==> config.mk <==
export PLATFORM = sky130hd
export DESIGN_NAME = mem_access_stage
export DESIGN_NICKNAME = d
export VERILOG_FILES = /design/src/rtl/mem_access_stage.sv
export SDC_FILE = /design/constraint.sdc
export NUM_CORES = 1
export LEC_CHECK = 0
export ABC_AREA = 1
export CAP_MARGIN = 10
export CORE_MARGIN = 3
export CORE_UTILIZATION = 46
export DETAILED_ROUTE_END_ITERATION = 12
export GPL_TIMING_DRIVEN = 1
export HOLD_SLACK_MARGIN = 0.15
export MAX_ROUTING_LAYER = met4
export PLACE_DENSITY_LB_ADDON = 0.1
export SYNTH_ARGS = -nofsm -noshare
export SYNTH_HDL_FRONTEND = slang
export SYNTH_SLANG_ARGS = --single-unit
==> constraint.sdc <==
create_clock -name clk -period 3 [get_ports clk]
set_input_delay 0.45 -clock clk [delete_from_list [all_inputs] [get_ports clk]]
set_output_delay 0.45 -clock clk [all_outputs]
set_load 0.01 [all_outputs]
==> src/rtl/mem_access_stage.sv <==
// mem_access_stage: memory stage of the segmented RISC-V pipeline, downstream of EX/MEM.
//
// Resolves the PC source for branches and jumps. Runs a req/ack handshake to data memory
// with byte-lane enables, store-data lane replication and load sign/zero extension. Stalls
// the pipeline while an access is outstanding.
//
// Optional feature: define MEM_TIMEOUT_EN to enable a watchdog that aborts a request after
// TIMEOUT_CYCLES cycles without ack and pulses bus_error_out. When undefined, a request
// waits indefinitely and bus_error_out is tied low.
//
// Ports:
//   clk, rst_n            clock (rising edge), asynchronous active-low reset
//   valid_in              EX/MEM slot holds a real instruction
//   jump_pc_in            jump target comes from the ALU result (JALR)
//   instruction_func_in   [2:0] = funct3, [4:3] reserved and ignored
//   force_jump_in         unconditional jump
//   branch_in, zero_in    conditional branch, ALU zero flag
//   mem_write_in          store
//   mem_read_in           load
//   addr_in, wdata_in     effective byte address, right-aligned store data
//   dmem_ack, dmem_rdata  memory completion and read word
//   pc_src_out            take branch/jump target
//   jalr_sel_out          jump_pc_in qualified by valid_in
//   stall_out             freeze IF..EX/MEM registers
//   dmem_req/we/addr/be/wdata  memory request (word-aligned address, lane-shifted data)
//   load_data_out         extended load result
//   load_valid_out        one-cycle pulse, load_data_out valid
//   misaligned_out        one-cycle pulse, access aborted as misaligned
//   bus_error_out         one-cycle pulse on watchdog timeout

module mem_access_stage #(
    parameter int unsigned ADDR_W         = 32,
    parameter int unsigned TIMEOUT_CYCLES = 16
) (
    input  logic              clk,
    input  logic              rst_n,
    input  logic              valid_in,
    input  logic              jump_pc_in,
    input  logic [4:0]        instruction_func_in,
    input  logic              force_jump_in,
    input  logic              branch_in,
    input  logic              zero_in,
    input  logic              mem_write_in,
    input  logic              mem_read_in,
    input  logic [ADDR_W-1:0] addr_in,
    input  logic [31:0]       wdata_in,
    input  logic              dmem_ack,
    input  logic [31:0]       dmem_rdata,
    output logic              pc_src_out,
    output logic              jalr_sel_out,
    output logic              stall_out,
    output logic              dmem_req,
    output logic              dmem_we,
    output logic [ADDR_W-1:0] dmem_addr,
    output logic [3:0]        dmem_be,
    output logic [31:0]       dmem_wdata,
    output logic [31:0]       load_data_out,
    output logic              load_valid_out,
    output logic              misaligned_out,
    output logic              bus_error_out
);

    typedef enum logic {StIdle, StReq} state_e;

    state_e state_q, state_d;

    logic [2:0]  funct3;
    logic        start;
    logic        aligned;
    logic        start_ok;
    logic        timeout_hit;
    logic [3:0]  be_next;
    logic [31:0] wdata_next;

    logic              req_q;
    logic              we_q;
    logic [ADDR_W-1:0] addr_q;
    logic [3:0]        be_q;
    logic [31:0]       wdata_q;
    logic [1:0]        off_q;
    logic [2:0]        f3_q;
    logic [31:0]       load_data_q;
    logic              load_valid_q;
    logic              misaligned_q;

    logic [7:0]  rd_byte;
    logic [15:0] rd_half;
    logic [31:0] load_ext;

    logic unused_func;
    assign unused_func = ^instruction_func_in[4:3];

    assign funct3 = instruction_func_in[2:0];

    // funct3[0] distinguishes BEQ (0) from BNE (1).
    assign pc_src_out   = valid_in & (force_jump_in | (branch_in & (zero_in ^ funct3[0])));
    assign jalr_sel_out = valid_in & jump_pc_in;

    assign start = valid_in & (mem_read_in | mem_write_in) & (state_q == StIdle);

    always_comb begin
        aligned    = 1'b0;
        be_next    = 4'b1111;
        wdata_next = wdata_in;
        unique case (funct3[1:0])
            2'b00: begin
                aligned    = 1'b1;
                be_next    = 4'b0001 << addr_in[1:0];
                wdata_next = {4{wdata_in[7:0]}};
            end
            2'b01: begin
                aligned    = ~addr_in[0];
                be_next    = 4'b0011 << addr_in[1:0];
                wdata_next = {2{wdata_in[15:0]}};
            end
            2'b10: begin
                aligned = (addr_in[1:0] == 2'b00);
            end
            default: begin
                aligned = 1'b0; // funct3[1:0]=11 is not a legal access size
            end
        endcase
    end

    assign start_ok = start & aligned;

    // A timed-out cycle releases the stall just like an ack cycle.
    assign stall_out = start_ok | ((state_q == StReq) & ~dmem_ack & ~timeout_hit);

    always_comb begin
        state_d = state_q;
        unique case (state_q)
            StIdle: if (start_ok) state_d = StReq;
            StReq:  if (dmem_ack || timeout_hit) state_d = StIdle;
            default: state_d = StIdle;
        endcase
    end

    // Lane select and extension for the load result, using the latched offset and funct3.
    always_comb begin
        unique case (off_q)
            2'd0:    rd_byte = dmem_rdata[7:0];
            2'd1:    rd_byte = dmem_rdata[15:8];
            2'd2:    rd_byte = dmem_rdata[23:16];
            default: rd_byte = dmem_rdata[31:24];
        endcase
        rd_half = off_q[1] ? dmem_rdata[31:16] : dmem_rdata[15:0];
        unique case (f3_q[1:0])
            2'b00:   load_ext = {{24{~f3_q[2] & rd_byte[7]}}, rd_byte};
            2'b01:   load_ext = {{16{~f3_q[2] & rd_half[15]}}, rd_half};
            default: load_ext = dmem_rdata;
        endcase
    end

    always_ff @(posedge clk or negedge rst_n) begin
        if (!rst_n) begin
            state_q      <= StIdle;
            req_q        <= 1'b0;
            we_q         <= 1'b0;
            addr_q       <= '0;
            be_q         <= 4'b0000;
            wdata_q      <= 32'h0;
            off_q        <= 2'b00;
            f3_q         <= 3'b000;
            load_data_q  <= 32'h0;
            load_valid_q <= 1'b0;
            misaligned_q <= 1'b0;
        end else begin
            state_q      <= state_d;
            load_valid_q <= 1'b0;
            misaligned_q <= start & ~aligned;
            if (start_ok) begin
                req_q   <= 1'b1;
                we_q    <= mem_write_in; // read+write together behaves as a store
                addr_q  <= {addr_in[ADDR_W-1:2], 2'b00};
                be_q    <= be_next;
                wdata_q <= wdata_next;
                off_q   <= addr_in[1:0];
                f3_q    <= funct3;
            end else if ((state_q == StReq) && (dmem_ack || timeout_hit)) begin
                req_q <= 1'b0;
                if (dmem_ack && !we_q) begin
                    load_data_q  <= load_ext;
                    load_valid_q <= 1'b1;
                end
            end
        end
    end

`ifdef MEM_TIMEOUT_EN
    localparam int unsigned CntW = $clog2(TIMEOUT_CYCLES) + 1;

    logic [CntW-1:0] tmo_cnt_q;
    logic            bus_error_q;

    // Ack takes priority: the limit only fires on a cycle without ack.
    assign timeout_hit = (state_q == StReq) & ~dmem_ack &
                         (tmo_cnt_q == CntW'(TIMEOUT_CYCLES - 1));

    always_ff @(posedge clk or negedge rst_n) begin
        if (!rst_n) begin
            tmo_cnt_q   <= '0;
            bus_error_q <= 1'b0;
        end else begin
            bus_error_q <= timeout_hit;
            if (start_ok) begin
                tmo_cnt_q <= '0;
            end else if ((state_q == StReq) && !dmem_ack) begin
                tmo_cnt_q <= tmo_cnt_q + CntW'(1);
            end
        end
    end

    assign bus_error_out = bus_error_q;
`else
    logic unused_timeout;
    assign unused_timeout = ^TIMEOUT_CYCLES;
    assign timeout_hit    = 1'b0;
    assign bus_error_out  = 1'b0;
`endif

    assign dmem_req       = req_q;
    assign dmem_we        = we_q;
    assign dmem_addr      = addr_q;
    assign dmem_be        = be_q;
    assign dmem_wdata     = wdata_q;
    assign load_data_out  = load_data_q;
    assign load_valid_out = load_valid_q;
    assign misaligned_out = misaligned_q;

endmodule
# After elaboration in Yosys (flattened, before gate mapping)
# Cells that the tools add are included.
# Widths: inputs -> output; s select.
[totals]
out_inout_bits = 108
wordCells = 61
regBits = 108
input_bits = 111
[op_classes]
bitwise_logic = 20
reduce_logical = 9
muxes = 14
eq_ne = 5
n_shift = 2
[ops]
columns = ["op", "count"]
rows = [
  ["$pmux 32 s2", 2],
  ["$pmux 8 s3", 1],
  ["$mux 16", 1],
  ["$and 1x1->1", 10],
  ["$logic_not 2->1", 4],
  ["$pmux 4 s2", 1],
  ["$mux 1", 7],
  ["$eq 2x1->1 const B", 3],
  ["$not 1->1", 6],
  ["$eq 2x2->1 const B", 2],
  ["$shl 1x2->4 const A", 1],
  ["$shl 2x2->4 const A", 1],
  ["$or 1x1->1", 3],
  ["$pmux 1 s3", 1],
  ["$reduce_and 3->1", 1],
  ["$logic_and 1x1->1", 2],
  ["$pmux 1 s2", 1],
  ["$reduce_bool 2->1", 1],
  ["$logic_not 1->1", 1],
  ["$xor 1x1->1", 1],
]

# Depth between registers and ports, before layout
[depth]
depth_word = 6
depth_mapped = 9
depth_no_buf = 8

# Least setup slack after synthesis
# Ideal clock, no wire load.
[synth_path]
kind = "input -> output"
from = "input port addr_in[1]"
to = "output port stall_out"
required_time_ns = 2.550
arrival_ns = 1.270
setup_slack_ns = 1.280
path_stages = 7
cell_sequence = "inv_1 nand2_1 o22ai_2 nand2_2 buf_6 buf_6 o21ai_0"
[synth_via]
elab_chain_len = 4
[synth_rtl]
columns = ["item", "line_no", "text"]
rows = [
  ["start, declared", "45", "input logic [ADDR_W-1:0] addr_in,"],
  ["$logic_not 2->1", "117", "aligned = (addr_in[1:0] == 2'b00);"],
  ["$pmux 1 s3", "105", "unique case (funct3[1:0])"],
  ["$and 1x1->1", "125", "assign start_ok = start & aligned;"],
  ["$or 1x1->1", "128", "assign stall_out = start_ok | ((state_q == StReq) & ~dmem_ack & ~timeout_hit);"],
  ["end, declared", "51", "output logic stall_out,"],
]
# No other way between the ends.

# Final worst setup path
[layout_path]
from = "input port instruction_func_in[0]"
to = "output port stall_out"
[layout_via]
elab_chain_len = 4
elab_cells_between_ends = 6
cone_classes = "eq/ne: 2; mux: 1; bitwise: 2; reduce/logical: 1"
[layout_rtl]
columns = ["item", "line_no", "text"]
rows = [
  ["start, declared", "39", "input logic [4:0] instruction_func_in,"],
  ["$eq 2x2->1, or another cell as far along", "105", ""],
  ["$pmux 1 s3 (*)", "105", ""],
  ["$and 1x1->1 (*)", "125", ""],
  ["$or 1x1->1 (*)", "128", ""],
]
# Mark *: on every way between the ends. The rest lies on a longest branch, timed or not.

==> flow_summary.toml <==
[timing]
fin_crit_ns = 2.538
fin_tns_setup_ns = 0
setup_violations = 0
worst_pin_slew_ns = 0.9414
hold_viol_final = 0
final_max_slew_viol_count = 0
clock.fmax_ghz = 0.3941
period_share_pct = 84.59
setup_ws_ns = 0.4623
rsz0062_at_grt = "no"
fin_skew_ns = 0.004799
max_slew_margin_pct = 37.24

[logic_synthesis]
synth_compound_area_share_pct = 11.80
yosys_warnings = 0
synth-xor-area-share_pct = 0.1683
synthTopCellsByArea = "dfrtp_1 52%, nand2_1 18%, o21ai_0 5.5%"
synth_seq_cells = 108
synth_async_sr_flop_share_pct = 100.0
synth_top_family_by_area = "simple AND/OR/NAND/NOR gates"
synth_top_area_cell = "dfrtp_1"
yosysTopAreaCellShare_pct = 51.92
ys_types = 31
yosysMostFrequentCell = "nand2_1"
synth.mux.area_fraction_pct = 0
syn_avg_cell_area_sq_um = 7.863
syn_area_sq_um = 5205
yosys.area_share.adder_pct = 0
synth_simple_gate_area_share_pct = 28.37
synth_edf_count = 0
synthFlopType = "dfrtp_1"
yosysSeqAreaShare_pct = 51.92
synth_cells = 662
yosys-top-cells-count = "247 x nand2_1, 108 x dfrtp_1, 57 x o21ai_0"

[floorplan]
die-area_sq_um = 12630
dieHeight_microns = 112.4
num_rows = 38
io_pins = 219
fp.coreArea_sq_um = 10940
die_w_microns = 112.4
initial_core_util_pct = 47.60

[detailed_routing]
drt_iter0_markers = 322
drcViolationCount = 0
viasPerCell = 5.054
wl_per_cell_microns = 15.42
wirelength_microns = 15450
dr.pass1.iters = 4
via_count = 5064
postRouteAntennaNets = 0

[cts]
postCtsSetupRepairBufs = 0
cts-root-buf = "clkbuf_16"
cts_buffer_depth = 2
cts_hold_buf = 1
ctsResizeCount = 0
clock_latency_ns = 0.34
cts.sinks = 108
cts_tree = "done"
h-tree-depth = 3
clk_pin_slew_ns = 0.07
numCtsBuffers = 9

[power]
power_density_nw_per_um2 = 732.6
cellLeakagePower_nw = 3.655
worst_ir_drop_vdd_mv = 0.4527

[finish]
diodes = 0
nets = 968
syn_to_final_growth_pct = 46.75
drive_gt1_share_pct = 6.497

[worst_setup_path]
crit_path_start_kind = "input port"
worst_ep_required_time_ns = 2.55
path_max_fanout = 4
crit_arrival_ns = 2.09
critPathCaptureType = "output port"
worstSetupPathType = "input port to output port"

[global_routing]
grtUsageTotal_pct = 25.03
grt.met2_usage_pct = 40.96
grt_pass1_wl_microns = 24650
met3_usage_pct = 5.606
antenna_found_initial = 0
overflow = 0
grt_busiest_layer = "met2"
use_met1_pct = 30.43
grt_pass1_vias = 5014
grt_max_degree = 107

[placement]
gp_congestion = 0.8836
io_buffers = 213
dp_slack_ns = 0.4235
post-dp-hpwl_microns = 11160

[min_path]
worst_hold_path_type = "register to register"

[flow_run]
drv_cap = 0

[outcome]
status = "complete, no violations"
metrics by stage:
stage / cell area [sq um] / power (mW) / util, % / hold slack, ns / instances
finish: 7639 / 5.596 / 69.85 / 0.4776 / 1002
global route: 7639 / 5.953 / 69.85 / 0.5081 / 1002
CTS: 7639 / 5.653 / 69.85 / 0.4840 / 1002
detailed placement: 7356 / 4.517 / 67.27 / 0.4648 / 985
global placement: 7356 / 4.456 / 67.27 / 0.4617 / 985
floorplan: 5213 / 3.204 / - / 0.1544 / 664
cells in the final DEF, fill, tap and decap left out, drive strengths merged:
cell type,instances
nand2,249
clkdlybuf4s50,212
dfrtp,108
o21ai,57
a21oi,48
inv,46
nand3,41
nor2,32
or2,28
clkbuf,13
a21boi,7
buf,7
conb,3
clkinv,3
o22ai,2
nor3,1
xor2,1
nor4,1
a31oi,1
o211ai,1
dlygate4sd3,1
flip-flops by register name, indices dropped and copies added (netlist names):
name	cells
dmem_addr	30
dmem_be	4
dmem_req	1
dmem_wdata	32
dmem_we	1
f3_q	3
load_data_out	32
load_valid_out	1
misaligned_out	1
off_q	2
state_q	1
metal layers:
metal | vias to the layer above | wire, microns
li1 | 2475 | -
met1 | 2377 | 6120
met2 | 181 | 7753
met3 | 31 | 1185
met4 | 0 | 386
met5 | - | 0
path summary, 6_finish.rpt:
check,startpoint,to,slack (ns),cells after the start
worst max-delay path,instruction_func_in[0],stall_out,0.46,7
worst min-delay path,dmem_addr[29],dmem_addr[29],0.48,2
worst max register to register,off_q[1],load_data_out[30],1.15,7
worst min register to register,dmem_addr[29],dmem_addr[29],0.48,2
max in group asynchronous,rst_n,dmem_addr[9],1.56,3
min in group asynchronous,rst_n,load_data_out[12],0.67,2
layout make-up:
cell class              count  area [sq um]
fillers                   903          3297
flip-flops and latches    108          2703
repair buffers            220          2197
multi-input cells         472          2116
clock buffers              13         250.2
inverters                  46         175.2
well taps                 140         175.2
clock inverters             3         22.52
critical path, stage by stage:
cell and delay [ns]:
clkdlybuf4s50_1 0.50, nand2_1 0.10, inv_1 0.06, o22ai_2 0.23, nand2_4 0.08, o21ai_0 0.09
clkdlybuf4s50_1 0.57
power by group:
group          switching [mW]  leakage, nW  total [mW]  internal [mW]
Combinational            1.03         2.20        2.28           1.24
Clock                   0.524        0.134        1.11          0.589
Sequential              0.284         1.32        2.21           1.92
Total                    1.84         3.66        5.60           3.75
cells by family after synthesis:
kind of cell	count (synthesis)
simple gates	352
compound gates	116
flops	108
buf+inv	84
xor+xnor	1
other cells	1
Power figures use the tool's default switching activity.
